--- config.mk ---
export PLATFORM = sky130hd
export DESIGN_NAME = zoom_col_repeat_flat
export DESIGN_NICKNAME = d
export VERILOG_FILES = /design/src/rtl/zoom_col_repeat_if.sv /design/src/rtl/zoom_col_repeat.sv /design/src/flat_wrapper.sv
export SDC_FILE = /design/constraint.sdc
export NUM_CORES = 1
export LEC_CHECK = 0
export BUFFER_PORTS_ARGS = -buffer_cell sky130_fd_sc_hd__buf_2
export CAP_MARGIN = 15
export CORE_UTILIZATION = 25
export CTS_CLUSTER_DIAMETER = 50
export DETAILED_ROUTE_END_ITERATION = 16
export PLACE_DENSITY_LB_ADDON = 0.2
export SLEW_MARGIN = 0
export SYNTH_ARGS = -nofsm -noshare
export SYNTH_HDL_FRONTEND = slang
export SYNTH_SLANG_ARGS = --single-unit
--- constraint.sdc ---
create_clock -name clk -period 2.9 [get_ports clk]
set_input_delay 0.29 -clock clk [delete_from_list [all_inputs] [get_ports clk]]
set_output_delay 0.29 -clock clk [all_outputs]
set_load 0.03 [all_outputs]
--- src/rtl/zoom_col_repeat_if.sv ---
// Pixel stream bundle for zoom_col_repeat.
// Upstream side: us_vld / us_rd_data in, zoom_rdy out.
// Downstream side: ds_vld / ds_rd_data / ds_rep_last out, ds_rdy in.
// Handshake: a word moves on any cycle where vld and rdy are both high; the
// sender holds vld and data stable until that cycle and never drops vld early.
// The slave modport is the replicator; the master modport is its environment.
interface zoom_col_repeat_if #(
  parameter int DATA_W = 32
) ();
  logic              us_vld;
  logic              zoom_rdy;
  logic [DATA_W-1:0] us_rd_data;
  logic              ds_vld;
  logic              ds_rdy;
  logic [DATA_W-1:0] ds_rd_data;
  logic              ds_rep_last;

  modport slave (
    input  us_vld, us_rd_data, ds_rdy,
    output zoom_rdy, ds_vld, ds_rd_data, ds_rep_last
  );

  modport master (
    output us_vld, us_rd_data, ds_rdy,
    input  zoom_rdy, ds_vld, ds_rd_data, ds_rep_last
  );
endinterface

--- src/rtl/zoom_col_repeat.sv ---
// zoom_col_repeat: column replicator for digital zoom on packed YCbCr 4:2:2
// words ({cr,y1,cb,y0}; bits above 31 ride along untouched).
// Each accepted word is re-emitted N = 2/4/8 times. When en & en_zoom is low
// the block is a combinational pass-through and any held word is dropped.
// Ports:
//   clk, rst        single clock, synchronous active-high reset
//   en, en_zoom     replicate mode = en & en_zoom
//   sel_zoom_mode   00 = 2x, 01 = 4x, 10 = 8x, 11 = 2x
//   bus (slave)     upstream us_vld/us_rd_data/zoom_rdy and downstream
//                   ds_vld/ds_rdy/ds_rd_data/ds_rep_last
module zoom_col_repeat #(
  parameter int DATA_W = 32
) (
  input  logic                 clk,
  input  logic                 rst,
  input  logic                 en,
  input  logic                 en_zoom,
  input  logic [1:0]           sel_zoom_mode,
  zoom_col_repeat_if.slave     bus
);

  logic              hold_vld_q, hold_vld_d;
  logic [DATA_W-1:0] hold_data_q, hold_data_d;
  logic [2:0]        rep_cnt_q, rep_cnt_d;
  logic [2:0]        rep_max_q, rep_max_d;

  logic       rep_mode;
  logic [2:0] rep_max;
  logic       rep_last;
  logic       rep_rdy;
  logic       load;
  logic       ds_xfer;

  assign rep_mode = en & en_zoom;

  // Copy index of the final copy; 2'b11 falls back to 2x.
  always_comb begin
    rep_max = 3'd1;
    case (sel_zoom_mode)
      2'b01:   rep_max = 3'd3;
      2'b10:   rep_max = 3'd7;
      default: rep_max = 3'd1;
    endcase
  end

  assign rep_last = hold_vld_q & (rep_cnt_q == rep_max_q);
  // Accepting on the last copy's transfer lets the next word follow with no gap.
  assign rep_rdy  = ~hold_vld_q | (bus.ds_rdy & rep_last);
  assign load     = bus.us_vld & rep_rdy;
  assign ds_xfer  = hold_vld_q & bus.ds_rdy;

  always_comb begin
    if (rep_mode) begin
      bus.ds_vld      = hold_vld_q;
      bus.ds_rd_data  = hold_data_q;
      bus.ds_rep_last = rep_last;
      bus.zoom_rdy    = rep_rdy;
    end else begin
      bus.ds_vld      = bus.us_vld;
      bus.ds_rd_data  = bus.us_rd_data;
      bus.ds_rep_last = 1'b1;
      bus.zoom_rdy    = bus.ds_rdy;
    end
  end

  always_comb begin
    hold_vld_d  = hold_vld_q;
    hold_data_d = hold_data_q;
    rep_cnt_d   = rep_cnt_q;
    rep_max_d   = rep_max_q;
    if (!rep_mode) begin
      // Re-entering replicate mode must start empty at copy 0 so the
      // downstream column counter stays phase-aligned.
      hold_vld_d = 1'b0;
      rep_cnt_d  = 3'd0;
    end else begin
      if (ds_xfer) begin
        if (rep_last) begin
          hold_vld_d = 1'b0;
          rep_cnt_d  = 3'd0;
        end else begin
          rep_cnt_d = rep_cnt_q + 3'd1;
        end
      end
      // A load in the same cycle as the last copy overrides the clear above.
      if (load) begin
        hold_vld_d  = 1'b1;
        hold_data_d = bus.us_rd_data;
        rep_cnt_d   = 3'd0;
        rep_max_d   = rep_max;
      end
    end
  end

  always_ff @(posedge clk) begin
    if (rst) begin
      hold_vld_q  <= 1'b0;
      hold_data_q <= '0;
      rep_cnt_q   <= 3'd0;
      rep_max_q   <= 3'd1;
    end else begin
      hold_vld_q  <= hold_vld_d;
      hold_data_q <= hold_data_d;
      rep_cnt_q   <= rep_cnt_d;
      rep_max_q   <= rep_max_d;
    end
  end

endmodule

--- src/flat_wrapper.sv ---
// flat-port wrapper written by rule: the top's interface ports become plain ports
module zoom_col_repeat_flat 
#(
  parameter int DATA_W = 32
)
  (clk, rst, en, en_zoom, sel_zoom_mode, bus_us_vld, bus_us_rd_data, bus_ds_rdy, bus_zoom_rdy, bus_ds_vld, bus_ds_rd_data, bus_ds_rep_last);
  zoom_col_repeat_if #(.DATA_W(DATA_W)) bus_i ();
  input  logic clk;
  input  logic rst;
  input  logic en;
  input  logic en_zoom;
  input  logic [1:0] sel_zoom_mode;
  input wire logic [$bits(bus_i.us_vld)-1:0] bus_us_vld;
  input wire logic [$bits(bus_i.us_rd_data)-1:0] bus_us_rd_data;
  input wire logic [$bits(bus_i.ds_rdy)-1:0] bus_ds_rdy;
  output wire logic [$bits(bus_i.zoom_rdy)-1:0] bus_zoom_rdy;
  output wire logic [$bits(bus_i.ds_vld)-1:0] bus_ds_vld;
  output wire logic [$bits(bus_i.ds_rd_data)-1:0] bus_ds_rd_data;
  output wire logic [$bits(bus_i.ds_rep_last)-1:0] bus_ds_rep_last;
  assign bus_i.us_vld = bus_us_vld;
  assign bus_i.us_rd_data = bus_us_rd_data;
  assign bus_i.ds_rdy = bus_ds_rdy;
  assign bus_zoom_rdy = bus_i.zoom_rdy;
  assign bus_ds_vld = bus_i.ds_vld;
  assign bus_ds_rd_data = bus_i.ds_rd_data;
  assign bus_ds_rep_last = bus_i.ds_rep_last;
  zoom_col_repeat #(.DATA_W(DATA_W)) u_core (.clk(clk), .rst(rst), .en(en), .en_zoom(en_zoom), .sel_zoom_mode(sel_zoom_mode), .bus(bus_i));
endmodule
### Word level (Yosys, flattened, before mapping)

Index checks and enable logic that the tools add are counted.

* register bits: 39
* input bits: 40
* output and inout port bits: 35
* word-level logic and storage cells: 31

* add/sub/neg operators: 1
* equal/unequal tests: 3
* multiplexer cells: 9
* bitwise gates (word level): 8
* reduce and logical (&&, ||, !) cells: 6

Operator list (number)
* $mux W32: 1
* $mux W1: 6
* $pmux W3 S2: 1
* $and A1 B1 Y1: 5
* $reduce_and A2 Y1: 2
* $reduce_bool A2 Y1: 2
* $add A3 B1 Y3 const B: 1
* $eq A3 B3 Y1: 1
* $mux W3: 1
* $reduce_or A3 Y1: 1
* $eq A2 B1 Y1 const B: 1
* $eq A2 B2 Y1 const B: 1
* $not A1 Y1: 2
* $reduce_or A2 Y1: 1
* $or A1 B1 Y1: 1

### Longest topological paths before layout

* depth after elaboration: 7
* gate-level depth with buffers: 6
* depth with buffers taken out: 4

### Worst setup path before layout

No wires, ideal clock.

* path kind: input to output
* start point: input en
* end point: output bus_zoom_rdy
* data arrival time: 1410 ps
* required time: 2610 ps
* path slack: 1200 ps
* stages: 4
* path buffers: 2
* path through: nand2_1 -> buf_2 -> buf_2 -> o21ai_0

* cells in the longest elaborated chain, start to end: 2

RTL lines
* from (decl): RTL line flat_wrapper.sv:10 `input logic en;`
* $and A1 B1 Y1: RTL line zoom_col_repeat.sv:34 `assign rep_mode = en & en_zoom;`
* $mux W1: RTL line zoom_col_repeat.sv:53 `if (rep_mode) begin`
* to (decl): RTL line flat_wrapper.sv:16 `output wire logic [$bits(bus_i.zoom_rdy)-1:0] bus_zoom_rdy;`

No other way between the ends.

### Final worst setup path

* start point: input en
* end point: output bus_ds_rd_data[16]

* cells in the longest elaborated chain, start to end: 2

RTL lines
* $and A1 B1 Y1: RTL line zoom_col_repeat.sv:34
* $mux W32: RTL line zoom_col_repeat.sv:53
* to (decl): RTL line flat_wrapper.sv:18 `output wire logic [$bits(bus_i.ds_rd_data)-1:0] bus_ds_rd_data;`

No other way between the ends.

==> flow_metrics.env <==
export IMPL_syn_area_um2=2190
export IMPL_postCtsSetupBuffers=0
export IMPL_crit_path_max_fanout=22
export IMPL_die_y_um=95.6
export IMPL_cap_viol_max_count=0
export IMPL_total_power_w=0.00115
export IMPL_io_buffers=74
export IMPL_track_usage_pct=10.3
export IMPL_top_layer="met4"
export IMPL_path_clk_slew_ps=80
export IMPL_p_leak_nw=1.10
export IMPL_final_nets=327
export IMPL_clock_latency_ps=280
export IMPL_cts_resized=0
export IMPL_cts_buffers=5
export IMPL_coreArea_um2=8340
export IMPL_switchingPower_w=0.000336
export IMPL_grt_pass1_wl_um=7180
export IMPL_antenna_found_initial=0
export IMPL_p_comb_share_pct=22.7
export IMPL_num_rows=33
export IMPL_synth_area_top_cells="dfxtp_1, nand2b_1, mux2_2"
export IMPL_fin_crit_ps=1990
export IMPL_pwr_share_clk_pct=29.7
export IMPL_fin_skew_ps=6.04
export IMPL_num_io_pins=75
export IMPL_intPower_w=0.000816
export IMPL_async_flop_share_pct=0
export IMPL_synth_warnings=0
export IMPL_dr_wl_met2_um=1990
export IMPL_num_vias=1669
export IMPL_ctsHoldBuffers=0
export IMPL_cts_sinks=38
export IMPL_grt_overflow_total=0
export IMPL_pwr_share_seq_pct=47.5
export IMPL_drive_above_1_share_pct=41.4
export IMPL_p_sw_share_pct=29.1
export IMPL_synth_edf_count=0
export IMPL_slew_violations=0
export IMPL_p_per_area_nw_per_um2=429
export IMPL_die_x_um=95.6
export IMPL_drt_iter0_drc=42
export IMPL_wl_met3_um=263
export IMPL_synth_seq_cells=38
export IMPL_hp_class="in -> reg"
export IMPL_htree_levels=2
export IMPL_period_share_pct=68.6
export IMPL_initial_core_util_pct=26.3
export IMPL_grt_max_degree=71
export IMPL_ys_seq_area_share_pct=34.7
export IMPL_routed_wl_um=4440
export IMPL_yosysMostFrequentCell="nand2b_1"
export IMPL_place_gp_congestion=0.755
export IMPL_via_per_inst=4.28
export IMPL_met1_length_um=2140
export IMPL_dieArea_um2=9140
export IMPL_synth_cells=216
export IMPL_crit_required_ps=2610
export IMPL_critPathKind="in -> out"
export IMPL_clock_fmax_ghz=0.503
export IMPL_irDropWorstVdd_v=0.000156
export IMPL_hold_viol_final=0
export IMPL_cts_tree="done"
export IMPL_setup_viol=0
export IMPL_synth_commonest_cells="nand2b_1, dfxtp_1, mux2_2"
export IMPL_cts_buffer_depth=2
export IMPL_synth_cell_types=25
export IMPL_wl_per_cell_um=11.4
export IMPL_syn_avg_cell_area_um2=10.1
export IMPL_ant_nets=0
export IMPL_critPathLaunchType="input pin"
export IMPL_syn_nets=258
export IMPL_first_pass_iters=4
export IMPL_synth_top_area_share_pct=34.7
export IMPL_areaGrowthSynthToFinish_pct=22.6
export IMPL_synthFlopType="dfxtp_1"
export IMPL_grt_pass1_vias=1506
export IMPL_worst_slew_pin_slew_ps=863
export IMPL_fin_tns_setup_ps=0
export IMPL_drc=0
export IMPL_antenna_cells=0
export IMPL_cp_data_arrival_time_ps=1700
export IMPL_slew_headroom_pct=42.5
export IMPL_rsz0062_at_grt="false"
export IMPL_endpoint_kind="output pin"
export IMPL_cts_root_buf="clkbuf_8"
export IMPL_yosysTopAreaCell="dfxtp_1"
export IMPL_status="finished clean"
export IMPL_dp_hpwl_um=3120
==> metrics by stage <==
step | instances | instance area [um2] | hold WS (ps) | util, % | worst slack, ps
2_1_floorplan | 216 | 2190 | 445 | - | 1200
3_3_place_gp | 383 | 2610 | 456 | 31.3 | 864
3_5_place_dp | 383 | 2610 | 464 | 31.3 | 850
4_1_cts | 390 | 2690 | 258 | 32.2 | 849
5_1_grt | 390 | 2690 | 262 | 32.2 | 801
6_report | 390 | 2690 | 270 | 32.2 | 912
==> path summary, 6_finish.rpt <==
path / from / to / slack, ps / cells after the start
min: bus_us_rd_data[7] / u_core.hold_data_q[7]$_SDFFE_PP0P_ / 270 / 3
max reg2reg: u_core.rep_cnt_q[1]$_SDFFE_PP0P_ / u_core.rep_max_q[1]$_SDFFE_PP0P_ / 970 / 5
max: en / bus_ds_rd_data[16] / 910 / 5
min reg2reg: u_core.hold_data_q[6]$_SDFFE_PP0P_ / u_core.hold_data_q[6]$_SDFFE_PP0P_ / 470 / 2
==> critical path: stages <==
cell and delay [ps]:
buf_2 100, nand2_2 400, buf_4 350, mux2_2 370, buf_2 180
==> layout by cell type, fill, tap and decap left out, drive strengths merged, types with 2 or more instances in the layout <==
master | netlist | layout
nor2b | 2 | 2
a21oi | 2 | 2
xnor2 | 2 | 2
nand2b | 66 | 66
buf | 7 | 77
mux2 | 34 | 34
dfxtp | 38 | 38
nand2 | 3 | 3
mux2i | 33 | 33
nor2 | 3 | 3
clkbuf | 8 | 7
inv | 2 | 2
ha | 2 | 2
o21ai | 5 | 5
==> flip-flops by register name, summed over array words and instances (netlist names) <==
name                cells
u_core.rep_max_q        2
u_core.hold_vld_q       1
u_core.hold_data_q     32
u_core.rep_cnt_q        3
==> logic make-up (layout without fill, tap and decap cells) <==
| group | Yosys count | count (layout) | synth area share (%) |
|---|---|---|---|
| AND/OR/NAND/NOR | 79 | 79 | 21.9 |
| multiplexers | 67 | 67 | 32.6 |
| flip-flops | 38 | 38 | 34.7 |
| buffers and inverters | 17 | 86 | 5.65 |
| AO/OA/AOI/OAI | 10 | 10 | 2.80 |
| XOR/XNOR | 3 | 3 | 1.20 |
| adder cells (fa/ha/maj) | 2 | 2 | 1.14 |
==> layer usage <==
metal,up-vias,track usage [%]
met2,51,16.7
met5,-,0
li1,859,-
met3,5,3.43
met1,754,12.8
met4,0,3.36
==> layout make-up <==
class | count | area, um2
inverters | 2 | 7.51
flip-flops and latches | 38 | 761
fillers | 894 | 5660
clock buffers | 7 | 76.3
well taps | 105 | 131
repair buffers | 77 | 393
multi-input cells | 161 | 1320
==> power by group through the flow <==
| stage | clock network [W] | logic (W) | registers [W] |
|---|---|---|---|
| 4_1_cts | 0.000371 | 0.000267 | 0.000547 |
| 5_1_grt | 0.000387 | 0.000286 | 0.000549 |
| 2_1_floorplan | 0 | 0.000195 | 0.000557 |
| 3_3_place_gp | 0 | 0.000264 | 0.000559 |
| 3_5_place_dp | 0 | 0.000266 | 0.000560 |
| 6_report | 0.000343 | 0.000262 | 0.000547 |
Power figures use the tool's default switching activity.
